File: src/rtl/register_file_params_pkg.sv
// Geometry shared with global_register: register index width, data width and register count.
package register_file_params;
    localparam int REGISTER_DESCRIPTOR_WIDTH = 4;
    localparam int OPERAND_WIDTH             = 16;
    localparam int REGISTER_SIZE             = 1 << REGISTER_DESCRIPTOR_WIDTH;
endpackage

File: src/rtl/issue_params_pkg.sv
// Instruction and issued-payload formats for the operand issue stage.
package issue_params;
    import register_file_params::*;

    localparam int OPCODE_WIDTH = 8;

    typedef logic [OPCODE_WIDTH-1:0]              opcode_t;
    typedef logic [REGISTER_DESCRIPTOR_WIDTH-1:0] reg_idx_t;
    typedef logic [OPERAND_WIDTH-1:0]             operand_t;

    typedef struct packed {
        opcode_t  opcode;
        reg_idx_t src0;
        reg_idx_t src1;
        reg_idx_t dst;
        logic     has_dst;
    } issue_instr_t;

    typedef struct packed {
        opcode_t  opcode;
        reg_idx_t dst;
        operand_t op0;
        operand_t op1;
    } issue_out_t;

    // r0 is hardwired, so writing it never needs a reservation.
    function automatic logic needs_reservation(input issue_instr_t instr);
        return instr.has_dst && (instr.dst != '0);
    endfunction
endpackage

File: src/rtl/operand_issue_stage_slot.sv
// One-entry valid/ready pipeline register; a load always wins over an unload in the same cycle.
module issue_slot #(
    parameter type payload_t = logic
) (
    input  logic     clk,
    input  logic     rst,
    input  logic     load,
    input  logic     unload,
    input  payload_t data_in,
    output logic     valid,
    output payload_t data_out
);
    typedef enum logic {EMPTY, FULL} slot_state_t;

    slot_state_t state_q, state_d;
    payload_t    data_q, data_d;

    always_comb begin
        state_d = state_q;
        data_d  = data_q;
        if (load) begin
            state_d = FULL;
            data_d  = data_in;
        end else if (unload) begin
            state_d = EMPTY;
        end
    end

    always_ff @(posedge clk) begin
        if (rst) begin
            state_q <= EMPTY;
            data_q  <= '0;
        end else begin
            state_q <= state_d;
            data_q  <= data_d;
        end
    end

    assign valid    = (state_q == FULL);
    assign data_out = data_q;
endmodule

File: src/rtl/operand_issue_stage.sv
// Holds one decoded instruction, reads its sources from the register file, stalls on reserved
// sources, reserves the destination on issue and owns the shared write-port address.
module operand_issue_stage
    import register_file_params::*;
    import issue_params::*;
(
    input  logic                                 clk,
    input  logic                                 rst,
    input  logic                                 in_valid,
    output logic                                 in_ready,
    input  issue_instr_t                         in_instr,
    output logic [REGISTER_DESCRIPTOR_WIDTH-1:0] rf_src0,
    output logic [REGISTER_DESCRIPTOR_WIDTH-1:0] rf_src1,
    input  logic [OPERAND_WIDTH-1:0]             rf_op0,
    input  logic [OPERAND_WIDTH-1:0]             rf_op1,
    input  logic                                 rf_reserved,
    output logic                                 rf_write_reserve,
    output logic                                 rf_write_back,
    output logic [REGISTER_DESCRIPTOR_WIDTH-1:0] rf_wb_register,
    output logic [OPERAND_WIDTH-1:0]             rf_result,
    input  logic                                 wb_valid,
    input  logic [REGISTER_DESCRIPTOR_WIDTH-1:0] wb_register,
    input  logic [OPERAND_WIDTH-1:0]             wb_result,
    output logic                                 out_valid,
    input  logic                                 out_ready,
    output logic [OPCODE_WIDTH-1:0]              out_opcode,
    output logic [REGISTER_DESCRIPTOR_WIDTH-1:0] out_dst,
    output logic [OPERAND_WIDTH-1:0]             out_op0,
    output logic [OPERAND_WIDTH-1:0]             out_op1
);
    logic         hold_valid;
    issue_instr_t hold_instr;
    logic         hold_needs_rsv;
    logic         issue;
    issue_out_t   issue_payload;
    issue_out_t   out_data;

    issue_slot #(.payload_t(issue_instr_t)) u_hold (
        .clk      (clk),
        .rst      (rst),
        .load     (in_valid && in_ready),
        .unload   (issue),
        .data_in  (in_instr),
        .valid    (hold_valid),
        .data_out (hold_instr)
    );

    issue_slot #(.payload_t(issue_out_t)) u_out (
        .clk      (clk),
        .rst      (rst),
        .load     (issue),
        .unload   (out_ready),
        .data_in  (issue_payload),
        .valid    (out_valid),
        .data_out (out_data)
    );

    assign rf_src0        = hold_instr.src0;
    assign rf_src1        = hold_instr.src1;
    assign hold_needs_rsv = needs_reservation(hold_instr);

    // A reservation needs the shared write port, which write-back always owns when active.
    assign issue = !rst && hold_valid && !rf_reserved && (!out_valid || out_ready)
                   && !(hold_needs_rsv && wb_valid);

    assign in_ready         = !hold_valid || issue;
    assign rf_write_reserve = issue && hold_needs_rsv;

    assign rf_write_back  = wb_valid;
    assign rf_wb_register = wb_valid ? wb_register : hold_instr.dst;
    assign rf_result      = wb_valid ? wb_result : '0;

    assign issue_payload = '{opcode: hold_instr.opcode, dst: hold_instr.dst, op0: rf_op0, op1: rf_op1};

    assign out_opcode = out_data.opcode;
    assign out_dst    = out_data.dst;
    assign out_op0    = out_data.op0;
    assign out_op1    = out_data.op1;
endmodule
File: config.mk
export PLATFORM = sky130hd
export DESIGN_NAME = operand_issue_stage
export DESIGN_NICKNAME = d
export VERILOG_FILES = /design/src/rtl/register_file_params_pkg.sv /design/src/rtl/issue_params_pkg.sv /design/src/rtl/operand_issue_stage_slot.sv /design/src/rtl/operand_issue_stage.sv
export SDC_FILE = /design/constraint.sdc
export NUM_CORES = 1
export LEC_CHECK = 0
export CAP_MARGIN = 0
export CORE_ASPECT_RATIO = 0.8
export CORE_UTILIZATION = 40
export CTS_CLUSTER_DIAMETER = 120
export CTS_CLUSTER_SIZE = 12
export DETAILED_ROUTE_END_ITERATION = 12
export PLACE_DENSITY = 0.85
export SYNTH_ARGS = -nofsm -noshare
export SYNTH_HDL_FRONTEND = slang
export SYNTH_SLANG_ARGS = --single-unit
File: constraint.sdc
create_clock -name clk -period 3.3 [get_ports clk]
set_clock_uncertainty 0.15 [all_clocks]
set_input_delay 0.66 -clock clk [delete_from_list [all_inputs] [get_ports clk]]
set_output_delay 0.66 -clock clk [all_outputs]
set_load 0.1 [all_outputs]
**Word level (Yosys, flattened, before mapping)**

Cells that the tools add are included.
Widths: inputs -> output; s select.

- Bits in registers: 67
- Input port bits: 79
- Logic and storage cells: 35

- Muxes and demuxes: 6
- Reduce and logical (&&, ||, !) cells: 18

Operators by type and width:

| cell | number |
|---|---|
| $mux 16 | 1 |
| $logic_and 1x1->1 | 8 |
| $logic_not 1->1 | 5 |
| $mux 1 | 4 |
| $mux 4 | 1 |
| $reduce_bool 2->1 | 2 |
| $reduce_bool 4->1 | 1 |
| $logic_or 1x1->1 | 2 |

**Longest topological paths before layout**

Gate-level depths: netlist of run 1.

- Depth after elaboration: 8
- Mapped depth: 6
- Mapped depth without buffers: 4

**By module**

From an unflattened synthesis of run 1, not the netlist that was laid out.

- Cells, all modules: 251
- Area, all modules: 2696.3 sq um

Modules (own cells, without submodules):

| module | instances | cells an instance | area each (sq um) |
|---|---|---|---|
| issue_slot at u_out | 1 | 146 | 1634.1 |
| issue_slot at u_hold | 1 | 72 | 804.5 |
| operand_issue_stage | 1 | 33 | 257.7 |

**Worst setup path before layout of run 1**

Ideal clock, no wire load.

- Path type: reg2out
- From: reg u_out.state_q, in the netlist u_out.valid
- To: out rf_write_reserve
- Data arrival time: 3103 ps
- Required time: 2490 ps
- Path slack: -613 ps
- Cell stages (with the launch flop): 4
- Path through: dfxtp_1 nand2b_1 nand3_1 nor3_1

- Word-level cells in the longest chain between the ends: 5

Ends and longest elaborated chain:

| element | line | RTL |
|---|---|---|
| start, declared | operand_issue_stage_slot.sv:15 | `slot_state_t state_q, state_d;` |
| start signal, assigned | operand_issue_stage_slot.sv:34 | `state_q <= state_d;` |
| $logic_not 1->1 | operand_issue_stage.sv:63 | `assign issue = !rst && hold_valid && !rf_reserved && (!out_valid \|\| out_ready)` |
| $logic_or 1x1->1 | operand_issue_stage.sv:63 |  |
| $logic_and 1x1->1 | operand_issue_stage.sv:63 |  |
| $logic_and 1x1->1 | operand_issue_stage.sv:64 | `&& !(hold_needs_rsv && wb_valid);` |
| $logic_and 1x1->1 | operand_issue_stage.sv:67 | `assign rf_write_reserve = issue && hold_needs_rsv;` |
| end, declared | operand_issue_stage.sv:17 | `output logic rf_write_reserve,` |

No other way between the ends.

**Worst setup path after layout of run 1**

- From: in rf_reserved
- To: out in_ready

- Word-level cells in the longest chain between the ends: 5

Ends and longest elaborated chain:

| element | line | RTL |
|---|---|---|
| start, declared | operand_issue_stage.sv:16 | `input logic rf_reserved,` |
| $logic_not 1->1 | operand_issue_stage.sv:63 |  |
| $logic_and 1x1->1 (2 in series) | operand_issue_stage.sv:63 |  |
| $logic_and 1x1->1 | operand_issue_stage.sv:64 |  |
| $logic_or 1x1->1 | operand_issue_stage.sv:66 | `assign in_ready = !hold_valid \|\| issue;` |
| end, declared | operand_issue_stage.sv:10 | `output logic in_ready,` |

No other way between the ends.

==> summary.md, run 1 <==
| Metric | Value |
|---|---|
| Chip width | `between 90 and 100 µm` |
| Slowest cell on crit path | `clkdlybuf4s50_1` |
| Critical-path cell list | `clkdlybuf4s50_1 -> nor2_1 -> o211ai_2 -> nand2_1 -> buf_12` |
| Peak supply drop | `0.307 mV` |
| Num CTS Buffers | `9` |
| Post-CTS Setup Bufs | `0` |
| Io pins | `155` |
| Worst-path fanout max | `4` |
| CTS tree | `built` |
| Arrival time at the worst endpoint | `around 2.0 ns` |
| Grt total ovfl | `0` |
| Die Y | `approximately 74 µm` |
| First-pass GRT wire length | `between 10000 and 15000 µm` |
| Power share of the combinational group | `a little over a quarter` |
| Post-cts resize count | `0` |
| Sw Ratio | `roughly 33%` |
| Placer congestion estimate | `about 0.75` |
| Syn. warnings | `0` |
| Drt first pass iters | `4` |
| Clock root buffer | `clkbuf_8` |
| Area share of the leading cell type in the synthesized netlist | `between 50% and 60%` |
| Worst skew pair latency | `0.33 ns` |
| Final-report setup violation count | `0` |
| Syn Inst Count | `287` |
| Fin worst setup slack | `~0.5 ns` |
| Port Buffers | `roughly 150` |
| PD cells | `482 nW/µm²` |
| Status | `finished, final reports clean` |
| FF+latch count, synth | `67` |
| P_sw | `approximately 0.00071 W` |
| # clock sinks | `67` |
| Clock buffer depth | `2` |
| Routed Antenna Nets | `0` |
| Layout cells sized above 1 | `approximately a quarter` |
| Final Hold Viols | `0` |
| DRT Wirelength | `between 7000 and 8000 µm` |
| Clock power share | `about a third` |
| Max_slew headroom | `38.5%` |
| Avg Inst Size Synth | `between 9 and 10 µm²` |
| Pins Over Slew Limit | `0` |
| Distinct cells, synth | `22` |
| Dpl hpwl | `roughly 5400 µm` |
| Worst Hold Class | `reg -> reg` |
| Total Power | `between 0.002 and 0.0025 W` |
| CTS Hold Bufs | `0` |
| Int Power | `roughly 0.0014 W` |
| Vias in the first global route | `between 2000 and 2500` |
| Achievable frequency | `around 360 MHz` |
| # H-tree levels | `3` |
| Placed Cells | `about 500` |
| Biggest cell delay along the critical path | `0.41 ns` |
| Initial Util | `42.6%` |
| Util after Layout | `around 72%` |
| TNS Setup | `0 ns` |
| Site Rows | `25` |
| Pin count of the biggest net entering global routing | `50` |
| Drt via density | `4.83` |
| Largest cells by area after synthesis | `dfxtp_1 (52%), nand2_1 (13%), a21oi_1 (8.9%), a22o_1 (7.1%), buf_6 (3.9%)` |
| DIE AREA | `a little under 7000 µm²` |
| Leak pwr | `about 1.7 nW` |
| N_diodes | `0` |
| Max-Cap Viols | `0` |
| Syn-to-layout area delta | `69.1%` |
| DRC | `0` |
| Routed vias | `~2500` |
| Leading area contributor after synthesis | `dfxtp_1` |
| DRT iter0 DRCs | `a little under 80` |
| Floorplan Core Area | `about 6100 µm²` |
| Crit end category | `primary output` |
| Flop pwr share | `40.9%` |
| Reg clk slew, reported paths | `~0.07 ns` |
| WL/cell | `approximately 14 µm` |
| Final #Nets | `507` |
| GRT Util Overall | `21.7%` |
| Syn nets | `366` |
| Final period util | `around 85%` |
| Initial antenna violation count | `0` |
| WP data required | `~2.5 ns` |
| Crit path launch type | `primary input` |
| Sequential fraction of the synthesis area | `between 50% and 60%` |
| Final std cells w/o fill | `about 500` |
| Cell area after synthesis | `approximately 2600 µm²` |
| RSZ-0062 raised after global routing | `false` |
| Dpl ws | `roughly 0.5 ns` |
| CP Class | `in -> out` |
| Period minus WS final | `2.81 ns` |
| Worst slew pin tran | `between 0.9 and 1 ns` |
[layer usage]
| layer | track usage, % | share of wire (%) | vias up |
|---|---|---|---|
| met1 | 25.4 | 41 | 1139 |
| li1 | - | - | 1233 |
| met5 | 0 | 0 | - |
| met3 | 7.46 | 6.6 | 12 |
| met4 | 9.55 | 2.4 | 0 |
| met2 | 36.9 | 49 | 100 |
[layout make-up]
cell class	count	area, µm²
Clock buffer	9	124
Tap cell	81	101
Inverter	1	3.75
Multi-Input combinational cell	189	1040
Timing Repair Buffer	160	1680
Clock inverter	7	83.8
Sequential cell	67	1340
Fill cell	470	1690
[state kept, by name, summed over array words and instances, names as in the netlist]
register and count:
u_out.data_out 44, u_hold.data_out 21, u_hold.valid 1, u_out.valid 1
[power groups by stage]
stage               logic, W  registers, W  clock network [W]
floorplan           0.000271      0.000963                  0
global placement    0.000549      0.000879                  0
detailed placement  0.000554      0.000880                  0
CTS                 0.000555      0.000862           0.000715
global route        0.000574      0.000866           0.000750
finish              0.000553      0.000862           0.000694
[cell families (layout without fill, tap and decap cells)]
kind of cell	count (synthesis)	count (layout)	synth area share (%)
simple gates	112	112	18.2
compound gates	73	73	19.8
flops	67	67	51.8
buf+inv	31	177	8.46
mux	4	4	1.74
[cells in the mapped netlist, drive strengths merged]
cell and n:
and2 16, nand2 89, nor3 1, inv 1, nor2b 1, nand3 1
a22o 21, o2111a 1, dfxtp 67, nand2b 2, o41ai 1, o2111ai 1
nor2 2, buf 19, o211ai 1, mux2 4, o2bb2ai 1, clkbuf 11
a21oi 47
[worst max-delay path: cells and delay by family]
| family | cells | cell delay [ns] |
|---|---|---|
| AND/OR/NAND/NOR | 2 | 0.48 |
| AO/OA/AOI/OAI | 1 | 0.26 |
| buffers and inverters | 2 | 0.60 |
[layout by cell type, fill, tap and decap left out, types with 2 or more instances in the layout]
cell	instances
nand2b_1	2
a21oi_1	46
nand2_1	89
buf_4	59
buf_12	23
and2_1	16
a22o_1	21
mux2_2	4
clkbuf_8	9
dfxtp_1	67
clkdlybuf4s50_1	77
inv_6	2
nor2_1	2
clkinv_4	2
[metrics by stage]
step,hold WS (ns),instance area [µm²]
2_1_floorplan,0.282,2590
3_3_place_gp,0.292,4170
3_5_place_dp,0.292,4170
4_1_cts,0.306,4380
5_1_grt,0.324,4380
6_report,0.307,4380
[final timing paths]
path,startpoint,end,slack (ns),cells past startpoint
worst min register to register,u_out.data_out[3]$_SDFFE_PP0P_,u_out.data_out[3]$_SDFFE_PP0P_,0.31,2
worst max-delay path,rf_reserved,in_ready,0.49,5
worst max register to register,u_hold.data_out[4]$_SDFFE_PP0P_,u_hold.data_out[6]$_SDFFE_PP0P_,1.13,4
worst min-delay path,u_out.data_out[3]$_SDFFE_PP0P_,u_out.data_out[3]$_SDFFE_PP0P_,0.31,2
(Power assumes the default switching activity.)
==> inputs of run 2 (changes only) <==
--- a/config.mk
+++ b/config.mk
@@ -7,11 +7,12 @@
 export LEC_CHECK = 0
 export CAP_MARGIN = 0
 export CORE_ASPECT_RATIO = 0.8
-export CORE_UTILIZATION = 40
+export CORE_MARGIN = 10
+export CORE_UTILIZATION = 37
 export CTS_CLUSTER_DIAMETER = 120
 export CTS_CLUSTER_SIZE = 12
 export DETAILED_ROUTE_END_ITERATION = 12
-export PLACE_DENSITY = 0.85
+export PLACE_DENSITY = 0.8
 export SYNTH_ARGS = -nofsm -noshare
 export SYNTH_HDL_FRONTEND = slang
 export SYNTH_SLANG_ARGS = --single-unit
==> constraint.sdc (replaced) <==
create_clock -name clk -period 3.05 [get_ports clk]
set_clock_uncertainty 0.15 [all_clocks]
set_input_delay 0.61 -clock clk [delete_from_list [all_inputs] [get_ports clk]]
set_output_delay 0.61 -clock clk [all_outputs]
set_load 0.1 [all_outputs]
==> run 2 against run 1 <==
Effect of this change: worst hold slack got worse by 0.0024 ns; flip-flop and latch count unchanged; worst setup slack got worse by 0.22 ns; first-iteration DRC count increased by 51%; global-route usage decreased by 6.6 points.
==> summary.md, run 2 (synthesis results as in run 1) <==
| Metric | Value |
|---|---|
| Reg clk slew, reported paths | `0.08 ns` |
| Grt total ovfl | `0` |
| Final Hold Viols | `0` |
| Arrival time at the worst endpoint | `roughly 2.0 ns` |
| Hold path startpoint | `u_hold.data_out[18]$_SDFFE_PP0P_` |
| Max FFs per register | `44` |
| Clock root buffer | `clkbuf_8` |
| Pins Over Slew Limit | `0` |
| WP data required | `between 2 and 2.5 ns` |
| M3 GR Usage | `under 10%` |
| Num CTS Buffers | `9` |
| Placer congestion estimate | `roughly 0.70` |
| Floorplan Core Area | `about 6800 µm²` |
| Routed vias | `roughly 2500` |
| TNS Setup | `0 ns` |
| Worst-path fanout max | `9` |
| Crit path launch type | `primary input` |
| Critical-path cell list | `clkdlybuf4s50_1 -> inv_1 -> o211ai_2 -> nand2_1 -> buf_12` |
| Syn-to-layout area delta | `69.7%` |
| Clock buffer depth | `2` |
| Biggest cell delay along the critical path | `roughly 0.7 ns` |
| First-pass GRT wire length | `roughly 13000 µm` |
| Drt first pass iters | `4` |
| CTS tree | `built` |
| Period minus WS final | `roughly 2.8 ns` |
| DRT iter0 DRCs | `116` |
| Die Y | `94.8 µm` |
| DRT Wirelength | `around 8500 µm` |
| Drt via density | `roughly 4.8` |
| Worst slew pin tran | `between 0.9 and 1 ns` |
| Crit path buffers/inverters | `3` |
| Crit path from | `wb_valid` |
| Port Buffers | `about 150` |
| Worst reg2reg startpoint | `u_hold.data_out[4]$_SDFFE_PP0P_` |
| Slowest cell on crit path | `clkdlybuf4s50_1` |
| Peak supply drop | `roughly 0.24 mV` |
| WL/cell | `about 16 µm` |
| PD cells | `between 500 and 600 nW/µm²` |
| # clock sinks | `67` |
| Met2 GRT Util | `26.6%` |
| Pin count of the biggest net entering global routing | `50` |
| # H-tree levels | `3` |
| Post-CTS Setup Bufs | `0` |
| GRT Util Overall | `between 10% and 20%` |
| Leak pwr | `1.75 nW` |
| DRC | `0` |
| GRT busiest layer | `met2` |
| Crit path max-delay family | `buffers and inverters` |
| Max-Cap Viols | `0` |
| Routed Antenna Nets | `0` |
| Initial antenna violation count | `0` |
| Final #Nets | `roughly 510` |
| Dpl hpwl | `roughly 6600 µm` |
| Final-report setup violation count | `0` |
| Worst Hold Class | `reg -> reg` |
| Vias in the first global route | `~2600` |
| Initial Util | `between 30% and 40%` |
| DIE AREA | `about 11000 µm²` |
| Layout cells sized above 1 | `around 25%` |
| RSZ-0062 raised after global routing | `false` |
| Dpl ws | `0.261 ns` |
| Commonest non-fill, non-tap cell in the layout | `nand2_1` |
| Worst skew pair latency | `0.34 ns` |
| N_diodes | `0` |
| Achievable frequency | `~360 MHz` |
| CP Class | `in -> out` |
| Chip width | `113 µm` |
| Fin worst setup slack | `around 0.27 ns` |
| M1 GR Usage | `between 10 and 15%` |
| Util after Layout | `between 60% and 70%` |
| Site Rows | `27` |
| Max_slew headroom | `38.3%` |
| Status | `finished, final reports clean` |
| CTS Hold Bufs | `0` |
| Post-cts resize count | `0` |
| Io pins | `about 160` |
| Crit end category | `primary output` |
| Final period util | `roughly nine tenths` |
| Most frequent cells in the layout | `nand2_1 (89), clkdlybuf4s50_1 (77), dfxtp_1 (67)` |
-- run 2: cell types whose count changed in the layout (fill, tap and decap cells not counted) --
cell	delta
buf_4	+1
clkinv_4	-2
clkinvlp_4	+1
inv_6	+1
-- run 2: tightest hold or removal path, cell delays in order, from the launching register on --
cell and delay, ns:
dfxtp_1 0.32, nand2_1 0.05, a21oi_1 0.05
-- run 2: metal layers --
metal	vias to the layer above	part of all wire (%)
met4	0	0.76
li1	1238	-
met1	1170	37
met5	-	0
met2	94	51
met3	4	11
-- run 2: worst paths after layout --
| path | end | slack, ns | depth (start not counted) |
|---|---|---|---|
| max | in_ready | 0.27 | 5 |
| min | u_out.data_out[41]$_SDFFE_PP0P_ | 0.30 | 2 |
| max reg2reg | u_hold.data_out[10]$_SDFFE_PP0P_ | 0.90 | 5 |
| min reg2reg | u_out.data_out[41]$_SDFFE_PP0P_ | 0.30 | 2 |
-- run 2: through the flow --
stage	instance area, µm²	hold WS (ns)	power (W)	std cells
floorplan	2590	0.282	0.00133	287
global placement	4180	0.292	0.00155	505
detailed placement	4180	0.296	0.00156	505
CTS	4390	0.307	0.00232	521
global route	4390	0.327	0.00238	521
finish	4390	0.305	0.00230	521
-- run 2: power breakdown --
| part | internal, W | leakage [nW] | switching, W | total [W] |
|---|---|---|---|---|
| registers | 0.000908 | 0.545 | 0.0000248 | 0.000933 |
| clock network | 0.000391 | 0.0988 | 0.000371 | 0.000762 |
| logic | 0.000220 | 1.11 | 0.000382 | 0.000602 |
-- run 2: layout make-up --
class                   count  area (µm²)
clock buffers               9         124
clock inverters             7        82.6
fillers                   550        2430
inverters                   1        3.75
multi-input cells         189        1040
flip-flops and latches     67        1340
well taps                  87         109
repair buffers            161        1690
